===== config.mk =====
export PLATFORM = sky130hd
export DESIGN_NAME = ad_ip_jesd204_tpl_dac_start_ctrl_flat
export DESIGN_NICKNAME = d
export VERILOG_FILES = /design/src/rtl/ad_ip_jesd204_tpl_dac_start_ctrl_if.sv /design/src/rtl/ad_ip_jesd204_tpl_dac_start_ctrl.sv /design/src/flat_wrapper.sv
export SDC_FILE = /design/constraint.sdc
export NUM_CORES = 1
export LEC_CHECK = 0
export ABC_AREA = 1
export BUFFER_PORTS_ARGS = -buffer_cell sky130_fd_sc_hd__buf_2
export CORE_MARGIN = 3
export CORE_UTILIZATION = 57
export CTS_CLUSTER_DIAMETER = 60
export DETAILED_ROUTE_END_ITERATION = 8
export GPL_TIMING_DRIVEN = 0
export PLACE_DENSITY = 0.93
export SLEW_MARGIN = 10
export SYNTH_ARGS = -nofsm -noshare
export SYNTH_HDL_FRONTEND = slang
export SYNTH_SLANG_ARGS = --single-unit
export TNS_END_PERCENT = 30

===== constraint.sdc =====
create_clock -name link_clk -period 2.4 [get_ports link_clk]
set_input_delay 0.36 -clock link_clk [delete_from_list [all_inputs] [get_ports link_clk]]
set_output_delay 0.36 -clock link_clk [all_outputs]
set_load 0.02 [all_outputs]

===== src/rtl/ad_ip_jesd204_tpl_dac_start_ctrl_if.sv =====
`timescale 1ns/1ps
`default_nettype none
// ============================================================================
// Module   : ad_ip_jesd204_tpl_dac_start_ctrl_if
// Brief    : Control/status bundle between the register map and the DAC
//            start controller.
// Revision : 1.0 - initial release
// ============================================================================
interface ad_ip_jesd204_tpl_dac_start_ctrl_if #(
    parameter int NUM_CHANNELS = 2
);
    logic                    arm;
    logic                    stop;
    logic                    ext_sync_en;
    logic                    dac_external_sync;
    logic                    link_ready;
    logic                    dac_dunf;
    logic [NUM_CHANNELS-1:0] channel_enable;
    logic [NUM_CHANNELS-1:0] dac_valid;
    logic                    dds_reset;
    logic                    data_mute;
    logic [1:0]              state;
    logic [15:0]             unf_count;
    logic                    sync_timeout;

    modport master (
        output arm, stop, ext_sync_en, dac_external_sync, link_ready,
               dac_dunf, channel_enable,
        input  dac_valid, dds_reset, data_mute, state, unf_count, sync_timeout
    );

    modport slave (
        input  arm, stop, ext_sync_en, dac_external_sync, link_ready,
               dac_dunf, channel_enable,
        output dac_valid, dds_reset, data_mute, state, unf_count, sync_timeout
    );
endinterface
`default_nettype wire


===== src/rtl/ad_ip_jesd204_tpl_dac_start_ctrl.sv =====
`timescale 1ns/1ps
`default_nettype none
// ============================================================================
// Module   : ad_ip_jesd204_tpl_dac_start_ctrl
// Brief    : Gates DAC sample flow on arm / external sync / link ready and
//            counts DMA underflows. Optional ARMED timeout enabled by the
//            TPL_DAC_SYNC_TIMEOUT_EN macro.
// Revision : 1.0 - initial release
// ============================================================================
module ad_ip_jesd204_tpl_dac_start_ctrl #(
    parameter int NUM_CHANNELS = 2,
    parameter int SYNC_TIMEOUT = 65536
) (
    input  wire logic                          link_clk,
    input  wire logic                          link_resetn,
    ad_ip_jesd204_tpl_dac_start_ctrl_if.slave  ctrl
);

    localparam logic [1:0] c_idle   = 2'b00;
    localparam logic [1:0] c_armed  = 2'b01;
    localparam logic [1:0] c_synced = 2'b10;
    localparam logic [1:0] c_run    = 2'b11;

    logic [1:0]  r_state;
    logic [1:0]  w_state_nxt;
    logic        r_dds_reset;
    logic        r_data_mute;
    logic        r_sync_d;
    logic        w_sync_edge;
    logic        w_timeout;
    logic        w_resync;
    logic [15:0] r_unf_count;

    assign w_sync_edge = ctrl.dac_external_sync & ~r_sync_d;
    assign w_resync    = ctrl.arm & ~ctrl.stop;

    always_ff @(posedge link_clk or negedge link_resetn) begin
        if (!link_resetn) begin
            r_sync_d <= 1'b0;
        end else begin
            r_sync_d <= ctrl.dac_external_sync;
        end
    end

`ifdef TPL_DAC_SYNC_TIMEOUT_EN
    localparam logic [23:0] c_timeout_last = 24'(SYNC_TIMEOUT - 1);

    logic [23:0] r_wait_cnt;
    logic        r_sync_timeout;

    assign w_timeout = (r_state == c_armed) && (r_wait_cnt == c_timeout_last);

    // Every ARMED entry goes through arm, so clearing on arm restarts the wait.
    always_ff @(posedge link_clk or negedge link_resetn) begin
        if (!link_resetn) begin
            r_wait_cnt     <= '0;
            r_sync_timeout <= 1'b0;
        end else if (w_resync) begin
            r_wait_cnt     <= '0;
            r_sync_timeout <= 1'b0;
        end else if (r_state == c_armed) begin
            r_wait_cnt <= r_wait_cnt + 24'd1;
            if (w_timeout && !w_sync_edge && !ctrl.stop) begin
                r_sync_timeout <= 1'b1;
            end
        end
    end

    assign ctrl.sync_timeout = r_sync_timeout;
`else
    assign w_timeout         = 1'b0;
    assign ctrl.sync_timeout = 1'b0;
`endif

    always_comb begin
        w_state_nxt = r_state;
        if (ctrl.stop) begin
            w_state_nxt = c_idle;
        end else if (ctrl.arm) begin
            w_state_nxt = ctrl.ext_sync_en ? c_armed : c_synced;
        end else begin
            case (r_state)
                c_armed: begin
                    if (w_sync_edge) begin
                        w_state_nxt = c_synced;
                    end else if (w_timeout) begin
                        w_state_nxt = c_idle;
                    end
                end
                c_synced: begin
                    if (ctrl.link_ready) begin
                        w_state_nxt = c_run;
                    end
                end
                default: begin
                    w_state_nxt = r_state;
                end
            endcase
        end
    end

    // Mute/DDS-reset flops reset to 1 so assertion of link_resetn mutes at once.
    always_ff @(posedge link_clk or negedge link_resetn) begin
        if (!link_resetn) begin
            r_state     <= c_idle;
            r_dds_reset <= 1'b1;
            r_data_mute <= 1'b1;
        end else begin
            r_state     <= w_state_nxt;
            r_dds_reset <= (w_state_nxt != c_run);
            r_data_mute <= (w_state_nxt != c_run);
        end
    end

    always_ff @(posedge link_clk or negedge link_resetn) begin
        if (!link_resetn) begin
            r_unf_count <= '0;
        end else if (!ctrl.stop) begin
            if (ctrl.arm) begin
                r_unf_count <= '0;
            end else if ((r_state == c_run) && ctrl.link_ready && ctrl.dac_dunf &&
                         (r_unf_count != 16'hFFFF)) begin
                r_unf_count <= r_unf_count + 16'd1;
            end
        end
    end

    assign ctrl.state     = r_state;
    assign ctrl.dds_reset = r_dds_reset;
    assign ctrl.data_mute = r_data_mute;
    assign ctrl.unf_count = r_unf_count;
    assign ctrl.dac_valid = (r_state == c_run) ?
                            (ctrl.channel_enable & {NUM_CHANNELS{ctrl.link_ready}}) :
                            '0;

endmodule
`default_nettype wire


===== src/flat_wrapper.sv =====
// flat-port wrapper written by rule: the top's interface ports become plain ports
module ad_ip_jesd204_tpl_dac_start_ctrl_flat 
#(
    parameter int NUM_CHANNELS = 2,
    parameter int SYNC_TIMEOUT = 65536
)
  (link_clk, link_resetn, ctrl_arm, ctrl_stop, ctrl_ext_sync_en, ctrl_dac_external_sync, ctrl_link_ready, ctrl_dac_dunf, ctrl_channel_enable, ctrl_dac_valid, ctrl_dds_reset, ctrl_data_mute, ctrl_state, ctrl_unf_count, ctrl_sync_timeout);
  ad_ip_jesd204_tpl_dac_start_ctrl_if #(.NUM_CHANNELS(NUM_CHANNELS)) ctrl_i ();
  input  wire logic link_clk;
  input  wire logic link_resetn;
  input wire logic [$bits(ctrl_i.arm)-1:0] ctrl_arm;
  input wire logic [$bits(ctrl_i.stop)-1:0] ctrl_stop;
  input wire logic [$bits(ctrl_i.ext_sync_en)-1:0] ctrl_ext_sync_en;
  input wire logic [$bits(ctrl_i.dac_external_sync)-1:0] ctrl_dac_external_sync;
  input wire logic [$bits(ctrl_i.link_ready)-1:0] ctrl_link_ready;
  input wire logic [$bits(ctrl_i.dac_dunf)-1:0] ctrl_dac_dunf;
  input wire logic [$bits(ctrl_i.channel_enable)-1:0] ctrl_channel_enable;
  output wire logic [$bits(ctrl_i.dac_valid)-1:0] ctrl_dac_valid;
  output wire logic [$bits(ctrl_i.dds_reset)-1:0] ctrl_dds_reset;
  output wire logic [$bits(ctrl_i.data_mute)-1:0] ctrl_data_mute;
  output wire logic [$bits(ctrl_i.state)-1:0] ctrl_state;
  output wire logic [$bits(ctrl_i.unf_count)-1:0] ctrl_unf_count;
  output wire logic [$bits(ctrl_i.sync_timeout)-1:0] ctrl_sync_timeout;
  assign ctrl_i.arm = ctrl_arm;
  assign ctrl_i.stop = ctrl_stop;
  assign ctrl_i.ext_sync_en = ctrl_ext_sync_en;
  assign ctrl_i.dac_external_sync = ctrl_dac_external_sync;
  assign ctrl_i.link_ready = ctrl_link_ready;
  assign ctrl_i.dac_dunf = ctrl_dac_dunf;
  assign ctrl_i.channel_enable = ctrl_channel_enable;
  assign ctrl_dac_valid = ctrl_i.dac_valid;
  assign ctrl_dds_reset = ctrl_i.dds_reset;
  assign ctrl_data_mute = ctrl_i.data_mute;
  assign ctrl_state = ctrl_i.state;
  assign ctrl_unf_count = ctrl_i.unf_count;
  assign ctrl_sync_timeout = ctrl_i.sync_timeout;
  ad_ip_jesd204_tpl_dac_start_ctrl #(.NUM_CHANNELS(NUM_CHANNELS), .SYNC_TIMEOUT(SYNC_TIMEOUT)) u_core (.link_clk(link_clk), .link_resetn(link_resetn), .ctrl(ctrl_i));
endmodule

==> results of run 1 <==
## metrics by stage
step                util, %  cells
detailed placement     69.9    268
global route           71.5    273
finish                 71.5    273
CTS                    71.5    273
floorplan                 -    209
global placement       69.9    268
## placed cells by master, fill, tap and decap left out, drive strengths merged, types with 2 or more instances in the layout
cell type,netlist,final
a21oi,5,5
inv,21,21
nand2,84,84
o21ai,6,6
dfrtp,19,19
nand3,15,15
xor2,2,2
buf,3,34
clkbuf,1,5
nor3,2,2
nor2,36,36
ha,4,4
nand4,4,4
## registers in the layout, summed over array words and instances (netlist names)
| register | count |
|---|---|
| u_core.r_sync_d | 1 |
| u_core.ctrl.state | 2 |
| u_core.ctrl.dds_reset | 1 |
| u_core.ctrl.unf_count | 16 |
## repair_timing
| action | CTS | global route |
|---|---|---|
| resized for setup | 0 | 0 |
| hold buffers | 1 | 0 |
| endpoints found under the hold margin | 19 | 0 |
## cell type report
class | instances | share of cell area, %
inverter | 22 | 5.08
buffer | 4 | 2.38
clock buffer | 4 | 1.62
multi-input combinational | 163 | 47.8
tap | 28 | 2.15
timing repair buffer | 32 | 10.2
sequential | 20 | 30.8
## power groups by stage
stage                     clock network (W)  logic [W]  registers [W]
final                              0.000171  0.0000926       0.000351
after global routing               0.000190   0.000102       0.000353
after CTS                          0.000180  0.0000934       0.000351
after detailed placement                  0  0.0000920       0.000358
after global placement                    0  0.0000901       0.000358
after floorplan                           0  0.0000512       0.000364
## worst paths after layout
check / startpoint / end / slack, ps
max in group asynchronous: link_resetn / u_core.ctrl.dds_reset / 1530
min in group asynchronous: link_resetn / u_core.ctrl.unf_count[13] / 510
hold / removal: ctrl_dac_external_sync / u_core.r_sync_d / 170
setup / recovery: u_core.ctrl.unf_count[1] / u_core.ctrl.unf_count[3] / 610
hold reg to reg: u_core.ctrl.unf_count[9] / u_core.ctrl.unf_count[9] / 570
setup reg to reg: u_core.ctrl.unf_count[1] / u_core.ctrl.unf_count[3] / 610
## logic make-up (layout without fill, tap and decap cells)
group,Yosys count,after routing,share of synthesized area (%)
AO/OA/AOI/OAI,14,14,6.26
AND/OR/NAND/NOR,142,142,44.1
buffers and inverters,26,62,8.67
adder cells (fa/ha/maj),4,4,3.57
other,1,1,0.268
flip-flops,20,20,35.8
XOR/XNOR,2,2,1.25
## routing by layer
metal  wire length, um  share of wire, %  global-route usage [%]
met2              1430                47                    34.0
met3               224               7.3                    3.04
met1              1350                44                    27.2
met4                60               2.0                    7.29
met5                 0                 0                       0
==> results.json, run 1 <==
{
  "status": "finished, final reports clean",
  "crit_chain": "ha_1, nand2_2, nor2_4, nand2_4, o21ai_4, nand2_4, nand2_4, buf_12, nand2_1, nand2_1",
  "drc": 0,
  "crit_slowest_cell": "dfrtp_1",
  "worst_path_most_repeated_cell": "nand2_4",
  "p_sw_w": 0.000174,
  "synthTopCellsByArea": "dfrtp_1 (34%), nand2_1 (20%), nor2_1 (9.1%)",
  "ys_async_sr_fraction_pct": 100,
  "ioPinCount": 33,
  "clk_path_buf_depth": 2,
  "yosys.area.top_type": "dfrtp_1",
  "grt_max_degree": 21,
  "root_buffer": "clkbuf_4",
  "maxSlewViolCount": 0,
  "syn_area_per_cell_um2": 6.70,
  "fin_crit_ps": 1790,
  "finalCritPeriodShare_pct": 74.7,
  "hpwl_mm": 2.30,
  "irDropWorstVdd_mv": 0.308,
  "p_int_w": 0.000441,
  "placedInstanceArea_mm2": 0.00159,
  "initial_core_util_pct": 61.5,
  "drt_iter0_markers": 46,
  "critPathBufInv": 1,
  "wl_per_cell_um": 11.2,
  "clock-sinks": 20,
  "cts_tree": "built",
  "design_area_mm2": 0.00163,
  "worst_slew_pin_slew_ps": 618,
  "start_kind": "register",
  "slew_headroom_pct": 58.8,
  "grt_pass1_wl_mm": 5.13,
  "max_freq_ghz": 0.558,
  "fin_skew_ps": 12.1,
  "regArea_um2": 502,
  "gr-total-overflow": 0,
  "ys.flop_type": "dfrtp_1",
  "clkPwrFrac_pct": 27.8,
  "die_x_um": 55.6,
  "fin_setup_tns_ps": 0,
  "hold_ws_ps": 171,
  "num_antenna_cells": 0,
  "finalPower_w": 0.000615,
  "synth.net_count": 223,
  "post-place-ws_ps": 654,
  "post-cts-setup-buffers": 0,
  "p_per_area_mw_per_mm2": 378,
  "gr-usage-all-layers_pct": 20.5,
  "core_area_mm2": 0.00228,
  "cp.depth": 10,
  "drt-pass1-iter-count": 4,
  "rsz0062_at_grt": "no",
  "sw_frac_of_total_pct": 28.4,
  "hold_path_depth": 1,
  "p_leak_nw": 0.895,
  "via_per_inst": 5.22,
  "clk_latency_ps": 310,
  "antenna_found_initial": 0,
  "seq_area_frac_synth_pct": 35.8,
  "p_comb_share_pct": 15.1,
  "crit_family": "simple AND/OR/NAND/NOR gates",
  "path_clk_slew_ps": 110,
  "grt_pass1_vias": 1206,
  "vias": 1426,
  "p_seq_share_pct": 57.1,
  "crit_arrival_ps": 2040,
  "die_area_mm2": 0.00309,
  "yosys-top-cells-count": "nand2_1 (76), nor2_1 (34), inv_1 (21)",
  "fp-row-count": 17,
  "multi_input_area_um2": 777,
  "area_growth_pct": 16.2,
  "yosys_warnings": 0,
  "path_class": "reg -> reg",
  "critPathMaxStageDelay_ps": 440,
  "finalWorstSetupSlack_ps": 606,
  "ant_nets": 0,
  "synthCells": 209,
  "fill_cells": 206,
  "cp_max_fo": 10,
  "min_path_type": "in -> reg",
  "cap_violations": 0,
  "port-buffer-count": 31,
  "synth_edf_count": 0,
  "ys_ff_latch": 20,
  "gp_congestion": 0.910,
  "yosysUniqueCellTypes": 25,
  "die_h_um": 55.6,
  "synth_area_mm2": 0.00140,
  "yosysMostFrequentCell": "nand2_1",
  "drt_wl_total_mm": 3.06,
  "endpoint_kind": "register",
  "setup_viol": 0,
  "drive_gt1_share_pct": 20.0,
  "hold_violations": 0,
  "reg2regPathDepth": 10,
  "worst-endpoint-required_ps": 2640,
  "synth_top_area_share_pct": 34.0,
  "layout.nets": 260,
  "cts-htree-levels": 1,
  "cts_made_buffers": 3
}
No activity file was read; power rests on OpenSTA's default activity.
==> run 2: changes to the inputs <==
Settings changed: ABC_AREA 1 to 0, CORE_UTILIZATION 57 to 53, PLACE_DENSITY 0.93 to 0.88.
Clock period 2.4 ns to 1.7 ns, I/O delays scaled along.
==> run 2 against run 1 <==
The run now ends with negative setup slack left. Cell count is 15% lower. Sequential cell count stayed put. Synthesized area is 0.71% lower. Sequential power is 41% higher. Global-route usage is 4.3 points higher. Via count is 10% higher. Sequential share of layout area is 3.1 points lower.
==> results.json, run 2 <==
{
  "critPathMaxStageDelay_ps": 510,
  "drive_gt1_share_pct": 45.1,
  "reg2regPathDepth": 6,
  "synth.area.mux_share_pct": 0,
  "clk_latency_ps": 310,
  "p_per_area_mw_per_mm2": 468,
  "yosys.area.top_type": "dfrtp_1",
  "via_per_inst": 6.77,
  "synthSimpleGateAreaFrac_pct": 32.9,
  "grt_pass1_vias": 1430,
  "final_common_cell": "buf_2",
  "design_area_mm2": 0.00187,
  "yosys-top-cells-count": "dfrtp_1 (19), nand2_1 (15), nand3_1 (13)",
  "cts_tree": "built",
  "gr-usage-all-layers_pct": 24.8,
  "status": "finished with violations",
  "max_freq_ghz": 0.565,
  "largest_reg_flops": 16,
  "ys.flop_type": "dfrtp_1",
  "path_class": "reg -> reg",
  "worst_slew_pin_slew_ps": 531,
  "port-buffer-count": 30,
  "drc": 0,
  "initial_core_util_pct": 59.4,
  "clk_path_buf_depth": 2,
  "grtUsageMet1_pct": 32.5,
  "grt_pass1_wl_mm": 6.60,
  "synth-compound-area-share_pct": 20.8,
  "ioPinCount": 33,
  "setup_viol": 10,
  "root_buffer": "clkbuf_4",
  "hold_path_depth": 1,
  "ant_nets": 0,
  "cts_made_buffers": 3,
  "placedInstanceArea_mm2": 0.00163,
  "die_area_mm2": 0.00327,
  "drt_wl_total_mm": 4.25,
  "core_area_mm2": 0.00234,
  "fin_crit_ps": 1770,
  "hold_violations": 0,
  "crit_slowest_cell": "o311ai_0",
  "crit_arrival_ps": 1960,
  "synth_top_area_share_pct": 34.2,
  "p_leak_nw": 0.864,
  "num_antenna_cells": 0,
  "regArea_um2": 520,
  "cap_violations": 0,
  "met2_usage_pct": 41.4,
  "failed_checks": "negative setup slack",
  "worst-endpoint-required_ps": 1890,
  "irDropWorstVdd_mv": 0.416,
  "finalWorstSetupSlack_ps": -70.8,
  "endpoint_kind": "register",
  "yosysMostFrequentCell": "dfrtp_1",
  "slew_headroom_pct": 64.1,
  "layout_common_cells": "buf_2 (31), buf_4 (16), dfrtp_2 (15), nand2_1 (14), nand3_1 (9)",
  "drt-pass1-iter-count": 4,
  "synth_edf_count": 0,
  "syn_area_per_cell_um2": 8.97,
  "start_kind": "register",
  "use_met3_pct": 4.30,
  "synthAdderAreaFrac_pct": 3.60,
  "finalPower_w": 0.000878,
  "fp-row-count": 17,
  "place_inst": 213,
  "path_clk_slew_ps": 130,
  "hp-start": "ctrl_dac_external_sync",
  "fin_skew_ps": 20.1,
  "min_path_type": "in -> reg",
  "wl_per_cell_um": 18.3,
  "seq_area_frac_synth_pct": 36.1,
  "grt.busiest_layer": "met2",
  "yosys_warnings": 0,
  "hpwl_mm": 2.65,
  "yosysUniqueCellTypes": 46,
  "synth-xor-area-share_pct": 0,
  "fin_setup_tns_ps": -344,
  "die_x_um": 57.2,
  "gr-total-overflow": 0,
  "clock-sinks": 20,
  "ys_async_sr_fraction_pct": 100,
  "grt_max_degree": 21,
  "vias": 1570,
  "ys_ff_latch": 20,
  "crit_chain": "ha_4, nand4_4, nor4_4, buf_6, o311ai_0, nand3_2",
  "gp_congestion": 0.840,
  "synthTopCellsByArea": "dfrtp_1 (34%), o311ai_0 (5.7%), nand3_1 (4.7%)",
  "post-place-ws_ps": -252,
  "synth_area_mm2": 0.00139,
  "final_cell_count_no_fill": 232,
  "drt_iter0_markers": 116,
  "die_h_um": 57.2,
  "cts-htree-levels": 1,
  "synthCells": 155,
  "synth.net_count": 169,
  "finalCritPeriodShare_pct": 104,
  "multi_input_area_um2": 901,
  "area_growth_pct": 34.8,
  "rr_startpoint": "u_core.ctrl.unf_count[0]",
  "synth_top_family_by_area": "simple AND/OR/NAND/NOR gates",
  "crit_start": "u_core.ctrl.unf_count[0]",
  "layout.nets": 219,
  "cp_max_fo": 10,
  "fill_cells": 138,
  "maxSlewViolCount": 0,
  "antenna_found_initial": 0,
  "rsz0062_at_grt": "yes"
}
-- run 2: changes by cell type in the layout (fill, tap and decap cells not counted), moves of 5 or more --
cell and delta:
buf_4 +14, dfrtp_1 -15, dfrtp_2 +15, inv_1 -13, nand2_1 -62, nand3_1 -6
nor2_1 -28, o211ai_1 +5, o311ai_0 +8, or4_1 +5
-- run 2: repair_timing --
item	CTS	global route
setup buffers	11	5
hold endpoints to repair	19	0
pin swaps	8	8
resized for setup	9	15
setup endpoints to repair	15	17
hold buffers	1	0
-- run 2: layout make-up --
cell class | instances | area share, %
inverters | 8 | 1.60
clock buffers | 4 | 1.40
flip-flops and latches | 20 | 27.8
well taps | 28 | 1.87
repair buffers | 47 | 15.8
plain buffers | 10 | 3.47
multi-input cells | 115 | 48.1
-- run 2: logic make-up (layout without fill, tap and decap cells) --
group	count (synthesis)	in the layout
AOI/OAI and AO/OA	36	36
adders and majority gates	4	4
and+or+nand+nor	74	74
other	1	1
DFF	20	20
buffers and inverters	20	69
-- run 2: final timing paths --
path / slack, ps / to
hold reg to reg: 590 / u_core.ctrl.unf_count[7]
setup reg to reg: -70 / u_core.ctrl.unf_count[8]
setup / recovery: -70 / u_core.ctrl.unf_count[8]
hold / removal: 70 / u_core.r_sync_d
max in group asynchronous: 920 / u_core.ctrl.unf_count[12]
min in group asynchronous: 410 / u_core.ctrl.unf_count[11]
-- run 2: critical path: cells and delay by family (launching register included) --
kind	cells	cell delay, ps
adders and majority gates	1	190
buffers and inverters	1	150
AOI/OAI and AO/OA	1	510
and+or+nand+nor	3	310
DFF	1	470
-- run 2: metal layers --
metal | up-vias | wire, um
met3 | 20 | 452
met5 | - | 0
met1 | 751 | 1680
met4 | 0 | 104
met2 | 103 | 2010
li1 | 696 | -
-- run 2: stage by stage --
step / hold WS [ps] / util (%)
6_report: 72.4 / 80.1
5_1_grt: 60.0 / 80.1
4_1_cts: 72.0 / 76.6
3_5_place_dp: 231 / 69.8
3_3_place_gp: 226 / 69.8
2_1_floorplan: -40.6 / -
-- run 2: report_power, final --
group	internal (W)	switching, W	total (W)
clock network	0.0000915	0.000157	0.000249
registers	0.000485	0.0000100	0.000495
logic	0.0000505	0.0000836	0.000134
